==> config.mk <==
export PLATFORM = sky130hd
export DESIGN_NAME = cmd_responder_flat
export DESIGN_NICKNAME = d
export VERILOG_FILES = /design/src/rtl/cmd_responder_pkg.sv /design/src/rtl/cmd_responder_if.sv /design/src/rtl/cmd_responder_regfile.sv /design/src/rtl/cmd_responder.sv /design/src/flat_wrapper.sv
export SDC_FILE = /design/constraint.sdc
export NUM_CORES = 1
export LEC_CHECK = 0
export CAP_MARGIN = 20
export CORE_MARGIN = 1.5
export CORE_UTILIZATION = 61
export DETAILED_ROUTE_END_ITERATION = 16
export HOLD_SLACK_MARGIN = 0.02
export PLACE_DENSITY = 0.87
export SETUP_SLACK_MARGIN = 0.5
export SLEW_MARGIN = 20
export SYNTH_ARGS = -nofsm -noshare
export SYNTH_HDL_FRONTEND = slang
export SYNTH_SLANG_ARGS = --single-unit
==> constraint.sdc <==
create_clock -name clk -period 6.6 [get_ports clk]
set_clock_uncertainty 0.15 [all_clocks]
set_input_delay 0.66 -clock clk [delete_from_list [all_inputs] [get_ports clk]]
set_output_delay 0.66 -clock clk [all_outputs]
set_load 0.03 [all_outputs]
==> src/rtl/cmd_responder_pkg.sv <==
// cmd_responder_pkg: shared types and command-field layout for the
// command responder slice.
//   opcode_t : command opcodes carried in cmd[15:12]
//   state_t  : responder FSM states
//   *_MSB/*_LSB : bit ranges of the opcode, address and data fields
package cmd_responder_pkg;

  typedef enum logic [3:0] {
    OP_WRITE = 4'h1,
    OP_READ  = 4'h2,
    OP_PING  = 4'h3,
    OP_INC   = 4'h4
  } opcode_t;

  typedef enum logic [1:0] {
    S_IDLE,
    S_DECODE,
    S_SEND,
    S_WAIT_SENT
  } state_t;

  localparam int unsigned CMD_W    = 16;
  localparam int unsigned REG_W    = 8;
  localparam int unsigned ADDR_W   = 4;

  localparam int unsigned OP_MSB   = 15;
  localparam int unsigned OP_LSB   = 12;
  localparam int unsigned ADDR_MSB = 11;
  localparam int unsigned ADDR_LSB = 8;
  localparam int unsigned DATA_MSB = 7;
  localparam int unsigned DATA_LSB = 0;

endpackage

==> src/rtl/cmd_responder_if.sv <==
// cmd_responder_if: command/response handshake between UART_wrapper and
// cmd_responder.
//   cmd_rdy/cmd     : complete command held by the wrapper
//   clr_cmd_rdy     : pulse that clears cmd_rdy in the wrapper
//   send_resp/resp  : pulse starting transmission of the response byte
//   resp_sent       : pulse when the response byte has shifted out
// master = wrapper side, slave = responder side.
interface cmd_responder_if;
  import cmd_responder_pkg::*;

  logic              cmd_rdy;
  logic [CMD_W-1:0]  cmd;
  logic              clr_cmd_rdy;
  logic              send_resp;
  logic [REG_W-1:0]  resp;
  logic              resp_sent;

  modport master (
    output cmd_rdy, cmd, resp_sent,
    input  clr_cmd_rdy, send_resp, resp
  );

  modport slave (
    input  cmd_rdy, cmd, resp_sent,
    output clr_cmd_rdy, send_resp, resp
  );

endinterface

==> src/rtl/cmd_responder_regfile.sv <==
// cmd_regfile: 16 x 8 register bank.
//   clk, rst        : clock, async active-high reset (clears all entries)
//   we, inc         : write enable; inc selects mem+1 instead of wdata
//   waddr, wdata    : synchronous write port
//   raddr_a/rdata_a : asynchronous read port (responder decode)
//   raddr_b/rdata_b : asynchronous read port (system side)
module cmd_regfile
  import cmd_responder_pkg::*;
#(
  parameter int unsigned NUM_REGS = 16
) (
  input  logic              clk,
  input  logic              rst,
  input  logic              we,
  input  logic              inc,
  input  logic [ADDR_W-1:0] waddr,
  input  logic [REG_W-1:0]  wdata,
  input  logic [ADDR_W-1:0] raddr_a,
  output logic [REG_W-1:0]  rdata_a,
  input  logic [ADDR_W-1:0] raddr_b,
  output logic [REG_W-1:0]  rdata_b
);

  logic [REG_W-1:0] mem [NUM_REGS];

  always_ff @(posedge clk or posedge rst) begin
    if (rst) begin
      for (int unsigned i = 0; i < NUM_REGS; i++) begin
        mem[i] <= '0;
      end
    end else if (we) begin
      // Increment is modulo 2^8: 8'hFF wraps to 8'h00.
      mem[waddr] <= inc ? mem[waddr] + 8'd1 : wdata;
    end
  end

  // Reads see the pre-write value in the write cycle.
  assign rdata_a = mem[raddr_a];
  assign rdata_b = mem[raddr_b];

endmodule

==> src/rtl/cmd_responder.sv <==
// cmd_responder: executes 16-bit commands from UART_wrapper against a local
// register bank and returns one response byte per command.
//   clk, rst : clock, async active-high reset
//   bus      : handshake with UART_wrapper (slave side)
//   rd_addr  : system-side read address into the register bank
//   rd_data  : register contents at rd_addr (combinational)
//   busy     : high whenever the FSM is not idle
module cmd_responder
  import cmd_responder_pkg::*;
#(
  parameter int unsigned NUM_REGS  = 16,
  parameter logic [7:0]  ACK       = 8'hA5,
  parameter logic [7:0]  NACK      = 8'hEE,
  parameter logic [7:0]  PING_RESP = 8'h5A
) (
  input  logic              clk,
  input  logic              rst,
  cmd_responder_if.slave    bus,
  input  logic [ADDR_W-1:0] rd_addr,
  output logic [REG_W-1:0]  rd_data,
  output logic              busy
);

  state_t           state, state_nxt;
  logic [CMD_W-1:0] cmd_q;
  logic [REG_W-1:0] resp_q, resp_d;
  logic [REG_W-1:0] dec_data;
  logic             clr_q, clr_d;
  logic             send_q, send_d;
  logic             wr_en, wr_inc;
  opcode_t          op;

  assign op = opcode_t'(cmd_q[OP_MSB:OP_LSB]);

  // State register; the handshake pulses are registered so clr_cmd_rdy
  // occupies the DECODE cycle and send_resp the first WAIT_SENT cycle.
  always_ff @(posedge clk or posedge rst) begin
    if (rst) begin
      state  <= S_IDLE;
      clr_q  <= 1'b0;
      send_q <= 1'b0;
    end else begin
      state  <= state_nxt;
      clr_q  <= clr_d;
      send_q <= send_d;
    end
  end

  always_comb begin
    state_nxt = state;
    unique case (state)
      S_IDLE:      if (bus.cmd_rdy) state_nxt = S_DECODE;
      S_DECODE:    state_nxt = S_SEND;
      S_SEND:      state_nxt = S_WAIT_SENT;
      S_WAIT_SENT: if (bus.resp_sent) state_nxt = S_IDLE;
      default:     state_nxt = S_IDLE;
    endcase
  end

  always_comb begin
    clr_d  = (state == S_IDLE) && bus.cmd_rdy;
    send_d = (state == S_SEND);
    busy   = (state != S_IDLE);
    wr_en  = (state == S_DECODE) && ((op == OP_WRITE) || (op == OP_INC));
    wr_inc = (op == OP_INC);
    case (op)
      OP_WRITE, OP_INC: resp_d = ACK;
      OP_READ:          resp_d = dec_data;
      OP_PING:          resp_d = PING_RESP;
      default:          resp_d = NACK;
    endcase
  end

  always_ff @(posedge clk or posedge rst) begin
    if (rst) begin
      cmd_q  <= '0;
      resp_q <= '0;
    end else begin
      if ((state == S_IDLE) && bus.cmd_rdy) cmd_q <= bus.cmd;
      if (state == S_DECODE) resp_q <= resp_d;
    end
  end

  assign bus.clr_cmd_rdy = clr_q;
  assign bus.send_resp   = send_q;
  assign bus.resp        = resp_q;

  cmd_regfile #(.NUM_REGS(NUM_REGS)) u_regfile (
    .clk     (clk),
    .rst     (rst),
    .we      (wr_en),
    .inc     (wr_inc),
    .waddr   (cmd_q[ADDR_MSB:ADDR_LSB]),
    .wdata   (cmd_q[DATA_MSB:DATA_LSB]),
    .raddr_a (cmd_q[ADDR_MSB:ADDR_LSB]),
    .rdata_a (dec_data),
    .raddr_b (rd_addr),
    .rdata_b (rd_data)
  );

endmodule

==> src/flat_wrapper.sv <==
// flat-port wrapper written by rule: the top's interface ports become plain ports
module cmd_responder_flat import cmd_responder_pkg::*;
#(
  parameter int unsigned NUM_REGS  = 16,
  parameter logic [7:0]  ACK       = 8'hA5,
  parameter logic [7:0]  NACK      = 8'hEE,
  parameter logic [7:0]  PING_RESP = 8'h5A
)
  (clk, rst, rd_addr, rd_data, busy, bus_cmd_rdy, bus_cmd, bus_resp_sent, bus_clr_cmd_rdy, bus_send_resp, bus_resp);
  cmd_responder_if bus_i ();
  input  logic clk;
  input  logic rst;
  input  logic [ADDR_W-1:0] rd_addr;
  output logic [REG_W-1:0] rd_data;
  output logic busy;
  input wire logic [$bits(bus_i.cmd_rdy)-1:0] bus_cmd_rdy;
  input wire logic [$bits(bus_i.cmd)-1:0] bus_cmd;
  input wire logic [$bits(bus_i.resp_sent)-1:0] bus_resp_sent;
  output wire logic [$bits(bus_i.clr_cmd_rdy)-1:0] bus_clr_cmd_rdy;
  output wire logic [$bits(bus_i.send_resp)-1:0] bus_send_resp;
  output wire logic [$bits(bus_i.resp)-1:0] bus_resp;
  assign bus_i.cmd_rdy = bus_cmd_rdy;
  assign bus_i.cmd = bus_cmd;
  assign bus_i.resp_sent = bus_resp_sent;
  assign bus_clr_cmd_rdy = bus_i.clr_cmd_rdy;
  assign bus_send_resp = bus_i.send_resp;
  assign bus_resp = bus_i.resp;
  cmd_responder #(.NUM_REGS(NUM_REGS), .ACK(ACK), .NACK(NACK), .PING_RESP(PING_RESP)) u_core (.clk(clk), .rst(rst), .bus(bus_i), .rd_addr(rd_addr), .rd_data(rd_data), .busy(busy));
endmodule
==> results.toml <==
[layout]
area_growth_pct = 11.65
regArea_um2 = 3905
nets = 740
fin_cells = 898
fill_cells = 895
drive_gt1_share_pct = 22.58
fin_util_pct = 70.05
diodes = 0
multi_input_area_um2 = 4123

[worst_setup_path]
critPathLaunchType = "input port"
crit_path_max_incr_delay_ns = 1.08
cp.buffers_inverters = 3
cp_cell_sequence = "clkdlybuf4s50_1 > buf_4 > mux4_2 > mux4_2 > clkdlybuf4s50_1"
cp_slowest_cell = "clkdlybuf4s50_1"
rrSetupSlack_ns = 2.50
endpoint_kind = "primary output"
critPathKind = "input port to primary output"
cp.arrival_ns = 3.77
worst-path-max-fanout = 17
path_delay_family = "buffers and inverters"
cp.required_ns = 5.79

[die]
core_um2 = 13300
rows = 42
io_pins = 43
die_h_um = 119.9
fp.dieW_um = 119.9
start_util_pct = 62.74
dieArea_um2 = 14390

[pwr]
ir_drop_uv = 211.2
powerDensity_nw_per_um2 = 439.7
p_leak_nw = 3.959

[sta]
drv_slew = 0
maxSlewHeadroom_pct = 26.58
timing.final.crit_share_pct = 69.40
final-hold-violation-count = 0
worst_pin_slew_ns = 1.101
fin_crit_ns = 4.580
finalSetupViolCount = 0
timing.fmax_mhz = 218.3
final.setup.tns_ns = 0
rsz0062_at_grt = "false"

[global_route]
grt_pass1_wl_um = 34800
grt.total_usage_pct = 32.59
grt_max_degree = 91
antenna_found_initial = 0
grt_pass1_vias = 6355
grt_overflow = 0

[synth]
ys_ff_latch = 156
synthCells = 707
syn_nets = 737
syn_area_um2 = 8342
synth_edf_count = 0
synthFlopType = "dfrtp_1"
synthesis.yosys.warnings = 0
synth-seq-area-share_pct = 46.80
synth_area_per_cell_um2 = 11.80
async_reset_ff_share_pct = 100.0
synthDistinctLibCells = 49

[clock_network]
path_clk_slew_ns = 0.06
cts_max_level = 4
clock_latency_ns = 0.44
clock-sinks = 156
root_buffer = "clkbuf_16"
numCtsBuffers = 17
postCtsSetupRepairBufs = 0
cts_buffer_depth = 2
hold_buffers = 0
cts_tree = "done"
post_cts_resize_count = 0

[drt]
post_drt_wl_per_cell_um = 24.00
drt-vias-per-instance = 6.844
vias = 6146
routed_wirelength_um = 21550
drt_iter0_drc = 694
ant_nets = 0
drc = 0
drtPass1Iterations = 7

[placed_design]
placement.io_buffers = 42
dp.cells = 867
hpwlAfterDp_um = 13740
gp_congestion = 0.8922

[flow_run]
cap_violations = 0

[status]
status = "finished clean"

[worst_hold_path]
min_path_type = "flop to flop"
-- state kept, by name, indices dropped and copies added, names as in the netlist --
name                    cells
u_core.state                2
u_core.bus.clr_cmd_rdy      1
u_core.bus.send_resp        1
u_core.u_regfile.mem      128
u_core.cmd_q               16
u_core.bus.resp             8
-- metrics by stage --
step / power, mW / setup slack [ns] / hold slack (ns) / cell area (um2)
5_1_grt: 4.298 / 1.899 / 0.3726 / 9314
6_report: 4.095 / 2.020 / 0.3512 / 9314
3_5_place_dp: 3.088 / 2.047 / 0.3307 / 8716
3_3_place_gp: 2.977 / 2.081 / 0.3182 / 8716
2_1_floorplan: 2.678 / 1.583 / 0.3082 / 8342
4_1_cts: 4.060 / 2.025 / 0.3545 / 9291
-- final timing paths --
check | to | cells after the start | start
min in group asynchronous | u_core.u_regfile.mem[94]$_DFFE_PP0P_ | 2 | rst
max in group asynchronous | u_core.cmd_q[8]$_DFFE_PP0P_ | 3 | rst
min | u_core.u_regfile.mem[32]$_DFFE_PP0P_ | 2 | u_core.u_regfile.mem[32]$_DFFE_PP0P_
max reg2reg | u_core.u_regfile.mem[5]$_DFFE_PP0P_ | 8 | u_core.cmd_q[9]$_DFFE_PP0P_
max | rd_data[6] | 5 | rd_addr[1]
min reg2reg | u_core.u_regfile.mem[32]$_DFFE_PP0P_ | 2 | u_core.u_regfile.mem[32]$_DFFE_PP0P_
-- layout by cell type (no fill, tap or decap), types with 3 or more instances in the layout --
| cell type | synthesis | layout |
|---|---|---|
| dfrtp_1 | 156 | 155 |
| ha_1 | 6 | 6 |
| o31ai_1 | 6 | 6 |
| xnor2_1 | 3 | 3 |
| o21a_1 | 3 | 3 |
| xor2_1 | 3 | 3 |
| clkbuf_16 | 0 | 17 |
| nand2b_1 | 3 | 3 |
| o31ai_2 | 10 | 10 |
| o21ai_0 | 93 | 93 |
| inv_1 | 10 | 9 |
| and2_0 | 3 | 3 |
| nand2_1 | 118 | 118 |
| a21oi_1 | 23 | 21 |
| o21ai_2 | 19 | 19 |
| buf_4 | 1 | 5 |
| and2_1 | 3 | 3 |
| nand3_1 | 7 | 7 |
| clkdlybuf4s50_1 | 0 | 41 |
| mux2_2 | 15 | 15 |
| nor2b_1 | 5 | 5 |
| nor2_1 | 28 | 28 |
| and3_1 | 3 | 3 |
| mux2i_1 | 18 | 16 |
| a22oi_1 | 10 | 10 |
| mux4_2 | 70 | 70 |
| mux4_1 | 4 | 4 |
| o21ai_1 | 5 | 5 |
| clkinv_2 | 0 | 6 |
-- cells in the mapped netlist, drive strengths merged (4+ instances only) --
| master | count | area, um2 |
|---|---|---|
| dfrtp | 156 | 3904 |
| nand2 | 118 | 442.9 |
| o21ai | 117 | 656.9 |
| mux4 | 74 | 1682 |
| clkbuf | 39 | 150.1 |
| nor2 | 28 | 105.1 |
| a21oi | 23 | 115.1 |
| buf | 23 | 151.4 |
| mux2i | 19 | 193.9 |
| o31ai | 16 | 170.2 |
| mux2 | 15 | 168.9 |
| a22oi | 10 | 75.07 |
| inv | 10 | 37.54 |
| nand3 | 7 | 35.03 |
| and2 | 6 | 37.54 |
| ha | 6 | 75.07 |
| and3 | 5 | 41.29 |
| nor2b | 5 | 31.28 |
| xnor2 | 4 | 53.81 |
-- area by class of cell --
type	instances	area share (%)
tap	176	2.364
clock inverter	12	1.317
timing repair buffer	46	4.809
clock buffer	19	4.863
sequential	156	41.93
inverter	10	0.4567
multi-input combinational	479	44.26
-- routing by layer --
layer  GRT usage, %  share of wire [%]  up-vias
li1               -                  -     2591
met1          41.42                 37     3063
met2          52.04                 49      406
met3          10.12                 10       84
met4          14.21                3.9        2
met5              0               0.13        -
-- kinds of logic (layout without fill, tap and decap cells) --
group | Yosys count | after routing | share of synthesized area, %
compound gates | 178 | 178 | 13.48
xor+xnor | 7 | 7 | 0.9601
fa+ha+maj | 6 | 6 | 0.8999
buf+inv | 72 | 87 | 4.065
flops | 156 | 156 | 46.80
mux | 108 | 108 | 24.51
simple gates | 180 | 180 | 9.285
-- worst register-to-register path, cell delays in order (launching register included) --
cell and delay, ns:
dfrtp_1 1.06, buf_4 0.43, mux4_1 0.33, a22oi_1 0.25, nand2_1 0.28, and3_4 0.29, and3_1 0.17, o21ai_2 0.73
o21ai_0 0.25
-- power by group --
group	total (mW)	internal [mW]	switching (mW)	leakage, nW
clock	0.960	0.570	0.390	0.284
sequential	1.65	1.28	0.367	2.09
combinational	1.49	0.676	0.811	1.58
No activity file was read; power rests on OpenSTA's default activity.
